`src/rtl/lader_pkg.sv`:
```
// -----------------------------------------------------------------------------
// lader_pkg
// Shared definitions for the serial program loader and the instruction fetch
// path: default frame header, instruction word geometry, and the state
// encodings of the loader FSM and the UART byte receiver.
// -----------------------------------------------------------------------------
package lader_pkg;

  localparam logic [7:0] HEADER_BYTE_DEFAULT = 8'hA5;

  // One instruction word: {identifier[7:0], argument1[15:0], argument2[15:0]}.
  localparam int WORD_BYTES = 5;
  localparam int WORD_W     = 8 * WORD_BYTES;

  typedef logic [WORD_W-1:0] instr_word_t;

  typedef enum logic [2:0] {
    ST_IDLE,
    ST_COUNT,
    ST_DATA,
    ST_WRITE,
    ST_CHECK,
    ST_DONE
  } lader_state_e;

  typedef enum logic [1:0] {
    RX_IDLE,
    RX_START,
    RX_DATA,
    RX_STOP
  } rx_state_e;

  // A count byte of zero stands for a full 256-word program.
  function automatic logic [8:0] words_in_frame(input logic [7:0] n);
    return (n == 8'd0) ? 9'd256 : {1'b0, n};
  endfunction

endpackage

```
`src/rtl/programma_lader_if.sv`:
```
// -----------------------------------------------------------------------------
// programma_lader_if
// Write port into the instruction memory.
//   mem_we    : one-cycle write strobe
//   mem_addr  : 16-bit word address
//   mem_wdata : 40-bit instruction word
// Modports: master = loader (drives), slave = instruction memory (receives).
// -----------------------------------------------------------------------------
interface programma_lader_if;
  import lader_pkg::*;

  logic        mem_we;
  logic [15:0] mem_addr;
  instr_word_t mem_wdata;

  modport master (output mem_we, output mem_addr, output mem_wdata);
  modport slave  (input  mem_we, input  mem_addr, input  mem_wdata);
endinterface

```
`src/rtl/uart_rx_byte.sv`:
```
// -----------------------------------------------------------------------------
// uart_rx_byte
// 8N1 UART receiver, LSB first, for an rx line asynchronous to clock.
//   clock, reset_n : system clock, asynchronous active-low reset
//   rx             : raw receive line, idle high
//   byte_valid     : one-cycle strobe, one cycle after a good stop-bit sample
//   byte_data      : received byte, valid with byte_valid
//   frame_err      : one-cycle strobe when the stop bit is sampled low
// -----------------------------------------------------------------------------
module uart_rx_byte
  import lader_pkg::*;
#(
  parameter int CLKS_PER_BIT = 434
) (
  input  logic       clock,
  input  logic       reset_n,
  input  logic       rx,
  output logic       byte_valid,
  output logic [7:0] byte_data,
  output logic       frame_err
);

  localparam int CNT_W = $clog2(CLKS_PER_BIT);
  localparam logic [CNT_W-1:0] FULL = CNT_W'(CLKS_PER_BIT - 1);
  localparam logic [CNT_W-1:0] HALF = CNT_W'(CLKS_PER_BIT / 2 - 1);

  // [0],[1] synchronise rx; [2] is the previous synchronised value, so a start
  // bit needs a real falling edge and a line stuck low after a framing error
  // is not mistaken for a stream of new start bits.
  logic [2:0]       sync_q;
  logic             rx_s, rx_prev;
  rx_state_e        state_q, state_d;
  logic [CNT_W-1:0] cnt_q, cnt_d;
  logic [2:0]       bit_q, bit_d;
  logic [7:0]       shift_q, shift_d;
  logic             valid_q, valid_d, err_q, err_d;

  assign rx_s    = sync_q[1];
  assign rx_prev = sync_q[2];

  // NOTE: always_ff uses non-blocking assignments only, so every register
  // samples the pre-edge value of every other register.
  always_ff @(posedge clock or negedge reset_n) begin
    if (!reset_n) begin
      sync_q  <= 3'b111;
      state_q <= RX_IDLE;
      cnt_q   <= '0;
      bit_q   <= '0;
      shift_q <= '0;
      valid_q <= 1'b0;
      err_q   <= 1'b0;
    end else begin
      sync_q  <= {sync_q[1:0], rx};
      state_q <= state_d;
      cnt_q   <= cnt_d;
      bit_q   <= bit_d;
      shift_q <= shift_d;
      valid_q <= valid_d;
      err_q   <= err_d;
    end
  end

  // NOTE: every signal driven here gets a default first; a missing default on
  // any path would infer a latch.
  always_comb begin
    state_d = state_q;
    cnt_d   = cnt_q + 1'b1;
    bit_d   = bit_q;
    shift_d = shift_q;
    valid_d = 1'b0;
    err_d   = 1'b0;
    unique case (state_q)
      RX_IDLE: begin
        cnt_d = '0;
        if (rx_prev && !rx_s) state_d = RX_START;
      end
      RX_START: begin
        // Half a bit in: still low means a genuine start bit.
        if (cnt_q == HALF) begin
          cnt_d   = '0;
          bit_d   = '0;
          state_d = rx_s ? RX_IDLE : RX_DATA;
        end
      end
      RX_DATA: begin
        if (cnt_q == FULL) begin
          cnt_d   = '0;
          shift_d = {rx_s, shift_q[7:1]};
          bit_d   = bit_q + 1'b1;
          if (bit_q == 3'd7) state_d = RX_STOP;
        end
      end
      RX_STOP: begin
        if (cnt_q == FULL) begin
          valid_d = rx_s;
          err_d   = !rx_s;
          state_d = RX_IDLE;
        end
      end
      default: state_d = RX_IDLE;
    endcase
  end

  assign byte_valid = valid_q;
  assign byte_data  = shift_q;
  assign frame_err  = err_q;

endmodule

```
`src/rtl/programma_lader.sv`:
```
// -----------------------------------------------------------------------------
// programma_lader
// Serial program loader. Receives a frame {HEADER_BYTE, N, 5*N payload bytes}
// over UART and writes N 40-bit words (MSB first) to instruction memory at
// addresses 0..N-1 (N = 0 means 256). Holds the CPU halted during the load and
// pulses laden_klaar on success; errors set a sticky fout and keep the halt.
//   clock, reset_n : system clock, asynchronous active-low reset
//   rx             : UART receive line
//   mem            : instruction memory write port (programma_lader_if.master)
//   cpu_halt       : high while loading or after a failed load
//   laden_klaar    : one-cycle pulse on successful completion
//   fout           : sticky error flag, cleared by the next accepted header
// Build option: PROGRAMMA_CHECKSUM_EN adds a trailing XOR checksum byte.
// -----------------------------------------------------------------------------
module programma_lader
  import lader_pkg::*;
#(
  parameter int         CLKS_PER_BIT = 434,
  parameter int         TIMEOUT_CLKS = 50000000,
  parameter logic [7:0] HEADER_BYTE  = HEADER_BYTE_DEFAULT
) (
  input  logic                clock,
  input  logic                reset_n,
  input  logic                rx,
  programma_lader_if.master   mem,
  output logic                cpu_halt,
  output logic                laden_klaar,
  output logic                fout
);

  localparam int TMO_W = $clog2(TIMEOUT_CLKS + 1);

  logic       rx_valid, rx_err;
  logic [7:0] rx_byte;

  uart_rx_byte #(.CLKS_PER_BIT(CLKS_PER_BIT)) u_rx (
    .clock      (clock),
    .reset_n    (reset_n),
    .rx         (rx),
    .byte_valid (rx_valid),
    .byte_data  (rx_byte),
    .frame_err  (rx_err)
  );

  lader_state_e     state_q, state_d;
  logic [15:0]      addr_q, addr_d;
  instr_word_t      word_q, word_d;
  logic [2:0]       byte_cnt_q, byte_cnt_d;
  logic [8:0]       left_q, left_d;        // words still to be written
  logic             halt_q, halt_d, fout_q, fout_d;
  logic [TMO_W-1:0] tmo_q, tmo_d;
  logic             timeout, fail, we_c, klaar_c;
`ifdef PROGRAMMA_CHECKSUM_EN
  logic [7:0]       xor_q, xor_d;
`endif

  assign timeout = (tmo_q == TMO_W'(TIMEOUT_CLKS));
  assign fail    = rx_err || timeout;

  always_ff @(posedge clock or negedge reset_n) begin
    if (!reset_n) begin
      state_q    <= ST_IDLE;
      addr_q     <= '0;
      // NOTE: the assembly register is a plain flop bank, not a memory, and
      // it drives mem_wdata directly, so it is reset to give a defined 0.
      word_q     <= '0;
      byte_cnt_q <= '0;
      left_q     <= '0;
      halt_q     <= 1'b0;
      fout_q     <= 1'b0;
      tmo_q      <= '0;
`ifdef PROGRAMMA_CHECKSUM_EN
      xor_q      <= '0;
`endif
    end else begin
      state_q    <= state_d;
      addr_q     <= addr_d;
      word_q     <= word_d;
      byte_cnt_q <= byte_cnt_d;
      left_q     <= left_d;
      halt_q     <= halt_d;
      fout_q     <= fout_d;
      tmo_q      <= tmo_d;
`ifdef PROGRAMMA_CHECKSUM_EN
      xor_q      <= xor_d;
`endif
    end
  end

  always_comb begin
    state_d    = state_q;
    addr_d     = addr_q;
    word_d     = word_q;
    byte_cnt_d = byte_cnt_q;
    left_d     = left_q;
    halt_d     = halt_q;
    fout_d     = fout_q;
    we_c       = 1'b0;
    klaar_c    = 1'b0;
`ifdef PROGRAMMA_CHECKSUM_EN
    xor_d      = xor_q;
`endif
    // Inter-byte watchdog: restarts on each received byte, idle outside a frame,
    // saturates so it cannot wrap back below the limit.
    if (state_q == ST_IDLE || rx_valid) tmo_d = '0;
    else if (!timeout)                  tmo_d = tmo_q + 1'b1;
    else                                tmo_d = tmo_q;

    unique case (state_q)
      ST_IDLE: begin
        if (rx_valid && rx_byte == HEADER_BYTE) begin
          state_d = ST_COUNT;
          halt_d  = 1'b1;
          fout_d  = 1'b0;
          addr_d  = '0;
`ifdef PROGRAMMA_CHECKSUM_EN
          xor_d   = '0;
`endif
        end
      end
      ST_COUNT: begin
        if (fail) begin
          fout_d  = 1'b1;
          state_d = ST_IDLE;
        end else if (rx_valid) begin
          left_d     = words_in_frame(rx_byte);
          byte_cnt_d = '0;
          state_d    = ST_DATA;
        end
      end
      ST_DATA: begin
        if (fail) begin
          fout_d  = 1'b1;
          state_d = ST_IDLE;
        end else if (rx_valid) begin
          // Header-valued bytes land here as ordinary payload.
          word_d = {word_q[WORD_W-9:0], rx_byte};
`ifdef PROGRAMMA_CHECKSUM_EN
          xor_d  = xor_q ^ rx_byte;
`endif
          if (byte_cnt_q == 3'(WORD_BYTES - 1)) begin
            byte_cnt_d = '0;
            state_d    = ST_WRITE;
          end else begin
            byte_cnt_d = byte_cnt_q + 1'b1;
          end
        end
      end
      ST_WRITE: begin
        we_c   = 1'b1;
        addr_d = addr_q + 1'b1;
        left_d = left_q - 1'b1;
        if (left_q == 9'd1) begin
`ifdef PROGRAMMA_CHECKSUM_EN
          state_d = ST_CHECK;
`else
          state_d = ST_DONE;
          halt_d  = 1'b0;
`endif
        end else begin
          state_d = ST_DATA;
        end
      end
`ifdef PROGRAMMA_CHECKSUM_EN
      ST_CHECK: begin
        if (fail) begin
          fout_d  = 1'b1;
          state_d = ST_IDLE;
        end else if (rx_valid) begin
          if (rx_byte == xor_q) begin
            state_d = ST_DONE;
            halt_d  = 1'b0;
          end else begin
            fout_d  = 1'b1;
            state_d = ST_IDLE;
          end
        end
      end
`endif
      ST_DONE: begin
        klaar_c = 1'b1;
        state_d = ST_IDLE;
      end
      default: state_d = ST_IDLE;
    endcase
  end

  assign mem.mem_we    = we_c;
  assign mem.mem_addr  = addr_q;
  assign mem.mem_wdata = word_q;
  assign cpu_halt      = halt_q;
  assign laden_klaar   = klaar_c;
  assign fout          = fout_q;

endmodule
```
`src/flat_wrapper.sv`:
```
// flat-port wrapper written by rule: the top's interface ports become plain ports
module programma_lader_flat import lader_pkg::*;
#(
  parameter int         CLKS_PER_BIT = 434,
  parameter int         TIMEOUT_CLKS = 50000000,
  parameter logic [7:0] HEADER_BYTE  = HEADER_BYTE_DEFAULT
)
  (clock, reset_n, rx, cpu_halt, laden_klaar, fout, mem_mem_we, mem_mem_addr, mem_mem_wdata);
  programma_lader_if mem_i ();
  input  logic clock;
  input  logic reset_n;
  input  logic rx;
  output logic cpu_halt;
  output logic laden_klaar;
  output logic fout;
  output wire logic [$bits(mem_i.mem_we)-1:0] mem_mem_we;
  output wire logic [$bits(mem_i.mem_addr)-1:0] mem_mem_addr;
  output wire logic [$bits(mem_i.mem_wdata)-1:0] mem_mem_wdata;
  assign mem_mem_we = mem_i.mem_we;
  assign mem_mem_addr = mem_i.mem_addr;
  assign mem_mem_wdata = mem_i.mem_wdata;
  programma_lader #(.CLKS_PER_BIT(CLKS_PER_BIT), .TIMEOUT_CLKS(TIMEOUT_CLKS), .HEADER_BYTE(HEADER_BYTE)) u_core (.clock(clock), .reset_n(reset_n), .rx(rx), .mem(mem_i), .cpu_halt(cpu_halt), .laden_klaar(laden_klaar), .fout(fout));
endmodule
```
`config.mk`:
```
export PLATFORM = sky130hd
export DESIGN_NAME = programma_lader_flat
export DESIGN_NICKNAME = d
export VERILOG_FILES = /design/src/rtl/lader_pkg.sv /design/src/rtl/programma_lader_if.sv /design/src/rtl/uart_rx_byte.sv /design/src/rtl/programma_lader.sv /design/src/flat_wrapper.sv
export SDC_FILE = /design/constraint.sdc
export NUM_CORES = 1
export LEC_CHECK = 0
export BUFFER_PORTS_ARGS = -buffer_cell sky130_fd_sc_hd__buf_4
export CAP_MARGIN = 20
export CORE_ASPECT_RATIO = 0.7
export CORE_MARGIN = 2
export CORE_UTILIZATION = 53
export DETAILED_ROUTE_END_ITERATION = 16
export PLACE_DENSITY = 0.83
export SLEW_MARGIN = 20
export SYNTH_ARGS = -nofsm -noshare
export SYNTH_HDL_FRONTEND = slang
export SYNTH_SLANG_ARGS = --single-unit
```
`constraint.sdc`:
```
create_clock -name clock -period 2.1 [get_ports clock]
set_clock_uncertainty 0.05 [all_clocks]
set_input_delay 0.105 -clock clock [delete_from_list [all_inputs] [get_ports clock]]
set_output_delay 0.105 -clock clock [all_outputs]
set_load 0.1 [all_outputs]
```
==> results of run 1 <==
layout by cell type (no fill, tap or decap), types with 4 or more instances in the layout:
| master | n |
|---|---|
| ha_1 | 11 |
| o211ai_1 | 6 |
| xnor2_1 | 9 |
| nand3_1 | 33 |
| nand2b_1 | 6 |
| mux2_2 | 39 |
| nand4_1 | 16 |
| or3_1 | 4 |
| clkbuf_16 | 19 |
| mux2i_1 | 5 |
| buf_4 | 100 |
| nand2_1 | 35 |
| a21oi_1 | 16 |
| dfrtp_2 | 10 |
| o22ai_1 | 4 |
| o31ai_1 | 6 |
| inv_1 | 14 |
| o21ai_0 | 14 |
| and3_1 | 7 |
| inv_6 | 6 |
| nor2_1 | 54 |
| a31oi_1 | 10 |
| nor3_1 | 6 |
| and4_1 | 6 |
| mux2_4 | 11 |
| dfrtp_1 | 113 |
| xor2_1 | 22 |
| a22o_1 | 6 |
area by class of cell:
type,instances,area [um^2],share of cell area
Clock buffer,17,425,0.0553
Tap cell,153,191,0.0249
Multi-Input combinational cell,375,2750,0.357
Clock inverter,15,174,0.0226
Timing Repair Buffer,111,930,0.121
Sequential cell,126,3170,0.412
Inverter,16,60.1,0.00780
layer usage:
metal	track usage	vias to the layer above	wire length (um)
met4	0.0984	0	211
met5	0	-	0
met3	0.0630	28	919
met1	0.330	2367	6450
li1	-	2166	-
met2	0.383	189	7200
logic make-up (layout without fill, tap and decap cells):
logic type / count (synthesis) / after routing / share of synthesized area
AO/OA/AOI/OAI: 79 / 79 / 0.0911
multiplexers: 55 / 55 / 0.102
flip-flops: 126 / 126 / 0.527
adder cells (fa/ha/maj): 12 / 12 / 0.0251
XOR/XNOR: 31 / 31 / 0.0453
buffers and inverters: 32 / 159 / 0.0293
AND/OR/NAND/NOR: 198 / 198 / 0.180
timing repair:
item                                   4_1_cts  5_1_grt
setup endpoints to repair                   11       71
gates cloned                                 0        4
resized for setup                            0       24
pin swaps                                    2        4
endpoints found under the hold margin      124        0
hold buffers                                 2        0
buffers inserted                             1        4
power by group:
group	switching, mW	total (mW)	internal [mW]
Combinational	0.203	0.369	0.166
Clock	1.21	3.00	1.79
Sequential	0.0515	2.53	2.48
Total	1.47	5.90	4.44
critical path, delay by kind of cell, from the launching register on:
kind / cells / cell delay (ns)
flops: 1 / 0.39
mux: 1 / 0.33
fa+ha+maj: 1 / 0.12
simple gates: 4 / 0.81
buf+inv: 2 / 0.25
path summary, 6_finish.rpt:
path | startpoint | endpoint | slack [ns]
setup / recovery | u_core.u_rx.cnt_q[1]$_DFF_PN0_ | u_core.u_rx.byte_data[6]$_DFFE_PN0P_ | 0.02
hold / removal | reset_n | u_core.mem.mem_addr[6]$_DFFE_PN0P_ | 0.03
setup reg to reg | u_core.u_rx.cnt_q[1]$_DFF_PN0_ | u_core.u_rx.byte_data[6]$_DFFE_PN0P_ | 0.02
hold reg to reg | u_core.u_rx.sync_q[0]$_DFF_PN1_ | u_core.u_rx.sync_q[1]$_DFF_PN1_ | 0.31
max in group asynchronous | reset_n | u_core.tmo_q[5]$_DFFE_PN0P_ | 1.10
min in group clock | rx | u_core.u_rx.sync_q[0]$_DFF_PN1_ | 0.29
flip-flops by register name (all words and copies together), names as in the netlist, named ones only:
register	count
u_core.mem.mem_wdata	40
u_core.tmo_q	26
u_core.mem.mem_addr	16
u_core.left_q	9
u_core.u_rx.cnt_q	9
u_core.u_rx.byte_data	8
u_core.byte_cnt_q	3
u_core.state_q	3
u_core.u_rx.bit_q	3
u_core.u_rx.sync_q	3
u_core.cpu_halt	1
u_core.fout	1
u_core.u_rx.byte_valid	1
u_core.u_rx.frame_err	1
u_core.u_rx.state_q	1
==> results_dict.tcl, run 1 <==
set metrics [dict create \
    finalSetupViolCount 0 \
    num_antenna_cells 0 \
    p_per_area_nw_per_um2 767 \
    setup_slack_ns 0.0237 \
    vias 4750 \
    finalPower_mw 5.90 \
    fillerInstances 733 \
    wirelength_um 14800 \
    grt_pass1_vias 4723 \
    cp_data_arrival_time_ns 2.32 \
    avgSynthCellArea_um2 11.2 \
    min_period_over_period 0.989 \
    worstSetupEndpointType "flip-flop" \
    cts_sinks 126 \
    timing.slew.headroom 0.608 \
    ys_types 63 \
    async_flop_share 1.00 \
    routabilityCongestion 0.851 \
    period_minus_slack_ns 2.08 \
    overflow 0 \
    setup_tns_ns 0 \
    grt.total_usage 0.246 \
    cap_violations 0 \
    hold_ws_ns 0.0276 \
    path_cells "inv_2 > ha_4 > nand2_2 > or4_4 > nor3_4 > buf_6 > nand2_8 > mux2_4" \
    cts.clk_slew.worst_paths_ns 0.06 \
    clk_root_buffer_cell "clkbuf_16" \
    ys_warn_count 0 \
    slowest_delay_ns 0.44 \
    cellLeakagePower_nw 3.68 \
    ys_seq_area_frac 0.527 \
    numCtsBuffers 17 \
    cts_buffer_depth 2 \
    fmax_mhz 482 \
    syn_nets 548 \
    antenna_found_initial 0 \
    die-area_um2 12200 \
    maxSlewViolCount 0 \
    insertion_delay_ns 0.42 \
    rows 32 \
    ant_nets 0 \
    synth_area_um2 5990 \
    wl_per_cell_um 18.2 \
    syn_inst 533 \
    grt_first_pass_wirelength_um 23300 \
    die_h_um 92.9 \
    yosysMostFrequentCell "dfrtp_1" \
    placed_area_um2 6850 \
    start_util 0.544 \
    hold_path.class "in2async" \
    pre_cts_slack_ns -0.0562 \
    ys_seq_elements 126 \
    port_buffers 62 \
    layout.nets 662 \
    viasPerCell 5.84 \
    die_w_um 131 \
    core_um2 11000 \
    required_ns 2.34 \
    grt_max_degree 114 \
    hold_violations 0 \
    first_pass_iters 5 \
    slowest_stage "or4_4" \
    outcome "completed" \
    cts_tree "done" \
    ys_top_cells_by_count "dfrtp_1 (123), nor2_1 (55), mux2_2 (50), nand2_1 (36), nand3_1 (33)" \
    yosys.area.top_type "dfrtp_1" \
    fin_cells 813 \
    area_growth_pct 28.5 \
    dp_hpwl_um 8960 \
    yosys.area.top_type_share 0.514 \
    synth.area.top_cells "dfrtp_1 (51%), mux2_2 (9.4%), nor2_1 (3.4%), xor2_1 (3.2%), nand3_1 (2.8%)" \
    drc 0 \
    rsz0062_at_grt "yes" \
    worstMarginPinSlew_ns 0.589 \
    drt_iter0_drc 475 \
    startpoint_type "flip-flop" \
    placed_cells 770 \
    synth-main-ff-cell "dfrtp_1" \
    htreeDepth 4 \
    fin_area_um2 7690 \
    pin_count 63 \
    critPathMaxFanout 8 \
    drive_gt1_frac 0.347 \
    critical_path_class "reg2reg" \
    ff2ff_path_depth 8 \
    final_util 0.699 \
    synth_edf_count 0 \
    vdd_drop_max_mv 0.621 \
]
Note: power is estimated with default switching activity, not from simulation.
==> inputs of run 2 (changes only) <==
--- a/config.mk
+++ b/config.mk
@@ -12,6 +12,8 @@
 export CORE_UTILIZATION = 53
 export DETAILED_ROUTE_END_ITERATION = 16
 export PLACE_DENSITY = 0.83
+export REMOVE_ABC_BUFFERS = 1
+export SKIP_LAST_GASP = 1
 export SLEW_MARGIN = 20
 export SYNTH_ARGS = -nofsm -noshare
 export SYNTH_HDL_FRONTEND = slang
==> results_dict.tcl, run 2 (synthesized netlist as in run 1, its figures left out) <==
set metrics [dict create \
    cts_sinks 126 \
    start_util 0.544 \
    r2r_start "u_core.tmo_q[11]$_DFFE_PN0P_" \
    worstSetupEndpointType "flip-flop" \
    numCtsBuffers 17 \
    grt.total_usage 0.232 \
    ff2ff_path_depth 6 \
    cap_violations 0 \
    grt_pass1_vias 4477 \
    setup_slack_ns 0.0103 \
    critical_path_class "reg2reg" \
    wirelength_um 13400 \
    wl_per_cell_um 16.5 \
    hold_path.class "in2async" \
    finalSetupViolCount 0 \
    cellLeakagePower_nw 3.62 \
    grt_max_degree 43 \
    r2r-end "u_core.mem.mem_wdata[22]$_DFFE_PN0P_" \
    cp_top_family "simple AND/OR/NAND/NOR gates" \
    fmax_mhz 479 \
    htreeDepth 4 \
    finalPower_mw 5.71 \
    crit_buf_inv 2 \
    vias 4597 \
    rsz0062_at_grt "yes" \
    drc 0 \
    min_period_over_period 0.995 \
    hold_violations 0 \
    fillerInstances 767 \
    first_pass_iters 5 \
    layout.area.seq_um2 3160 \
    largest_reg_flops 40 \
    clk_root_buffer_cell "clkbuf_16" \
    cp_data_arrival_time_ns 2.34 \
    antenna_found_initial 0 \
    final_util 0.688 \
    drt_iter0_drc 367 \
    viasPerCell 5.68 \
    area_growth_pct 26.5 \
    cts_buffer_depth 2 \
    period_minus_slack_ns 2.09 \
    cts_tree "done" \
    num_antenna_cells 0 \
    routabilityCongestion 0.880 \
    ant_nets 0 \
    die_w_um 131 \
    path_cells "nor4b_4 > nand4_1 > o211ai_4 > buf_4 > buf_12 > mux2_2" \
    multi_input_area_um2 2700 \
    cts.clk_slew.worst_paths_ns 0.06 \
    outcome "completed" \
    drive_gt1_frac 0.329 \
    die_h_um 92.9 \
    required_ns 2.35 \
    final_cell_mix "dfrtp_1 (123), buf_4 (98), nor2_1 (55)" \
    grt_first_pass_wirelength_um 21900 \
    timing.slew.headroom 0.642 \
    overflow 0 \
    maxSlewViolCount 0 \
    die-area_um2 12200 \
    dp_hpwl_um 8800 \
    port_buffers 62 \
    final_common_cell "dfrtp_1" \
    startpoint_type "flip-flop" \
    core_um2 11000 \
    p_per_area_nw_per_um2 754 \
    rrSetupSlack_ns 0.01 \
    vdd_drop_max_mv 0.701 \
    pin_count 63 \
    hold_ws_ns 0.142 \
    slowest_delay_ns 0.46 \
    critPathMaxFanout 22 \
    setup_tns_ns 0 \
    rows 32 \
    layout.nets 659 \
    slowest_stage "dfrtp_1" \
    insertion_delay_ns 0.42 \
    pre_cts_slack_ns -0.0819 \
    worstMarginPinSlew_ns 0.532 \
]
-- run 2: what timing repair did --
| item | in CTS | in global routing |
|---|---|---|
| endpoints found under the setup margin | 10 | 71 |
| buffers inserted | 0 | 4 |
| cloned | 0 | 2 |
| gates resized for setup | 2 | 13 |
| pin swaps | 2 | 3 |
| hold endpoints to repair | 56 | 0 |
| hold buffers | 2 | 0 |
-- run 2: worst register-to-register path: cells and delay by family (launching register included) --
kind            cells  cell delay [ns]
buf+inv             2             0.32
compound gates      1             0.26
mux                 1             0.39
flops               1             0.46
simple gates        2             0.50
-- run 2: per-layer routing --
layer  global-route usage  part of all wire  vias up
met3               0.0647             0.056       24
met5                    0                 0        -
met1                0.309              0.44     2275
met4               0.0674             0.019        0
met2                0.370              0.49      142
li1                     -                 -     2156
-- run 2: worst max-delay path by stage --
stage,endpoint,cells past startpoint,from
2_1_floorplan,u_core.mem.mem_addr[9]$_DFFE_PN0P_,6,u_core.state_q[2]$_DFFE_PN0P_
3_3_place_gp,u_core.u_rx.bit_q[2]$_DFFE_PN0P_,7,u_core.u_rx.cnt_q[1]$_DFF_PN0_
3_5_place_dp,u_core.u_rx.bit_q[2]$_DFFE_PN0P_,7,u_core.u_rx.cnt_q[1]$_DFF_PN0_
4_1_cts,u_core.u_rx.bit_q[2]$_DFFE_PN0P_,5,u_core.u_rx.cnt_q[6]$_DFF_PN0_
5_1_grt,u_core.mem.mem_wdata[22]$_DFFE_PN0P_,6,u_core.tmo_q[3]$_DFFE_PN0P_
6_report,u_core.mem.mem_wdata[22]$_DFFE_PN0P_,6,u_core.tmo_q[11]$_DFFE_PN0P_
-- run 2: final cells by class --
cell class,instances,area share
clock buffers,17,0.0562
clock inverters,15,0.0198
inverters,16,0.00793
multi-input cells,375,0.357
flip-flops and latches,126,0.417
well taps,153,0.0253
repair buffers,108,0.117
-- run 2: through the flow --
step | instance area, um^2 | cells
floorplan | 5870 | 517
global placement | 6850 | 770
detailed placement | 6850 | 770
CTS | 7450 | 804
global route | 7570 | 810
finish | 7570 | 810
-- run 2: power by group --
part | switching (mW) | internal (mW) | total, mW
combinational | 0.174 | 0.140 | 0.315
sequential | 0.0591 | 2.48 | 2.54
clock | 1.18 | 1.67 | 2.85
total | 1.42 | 4.29 | 5.71
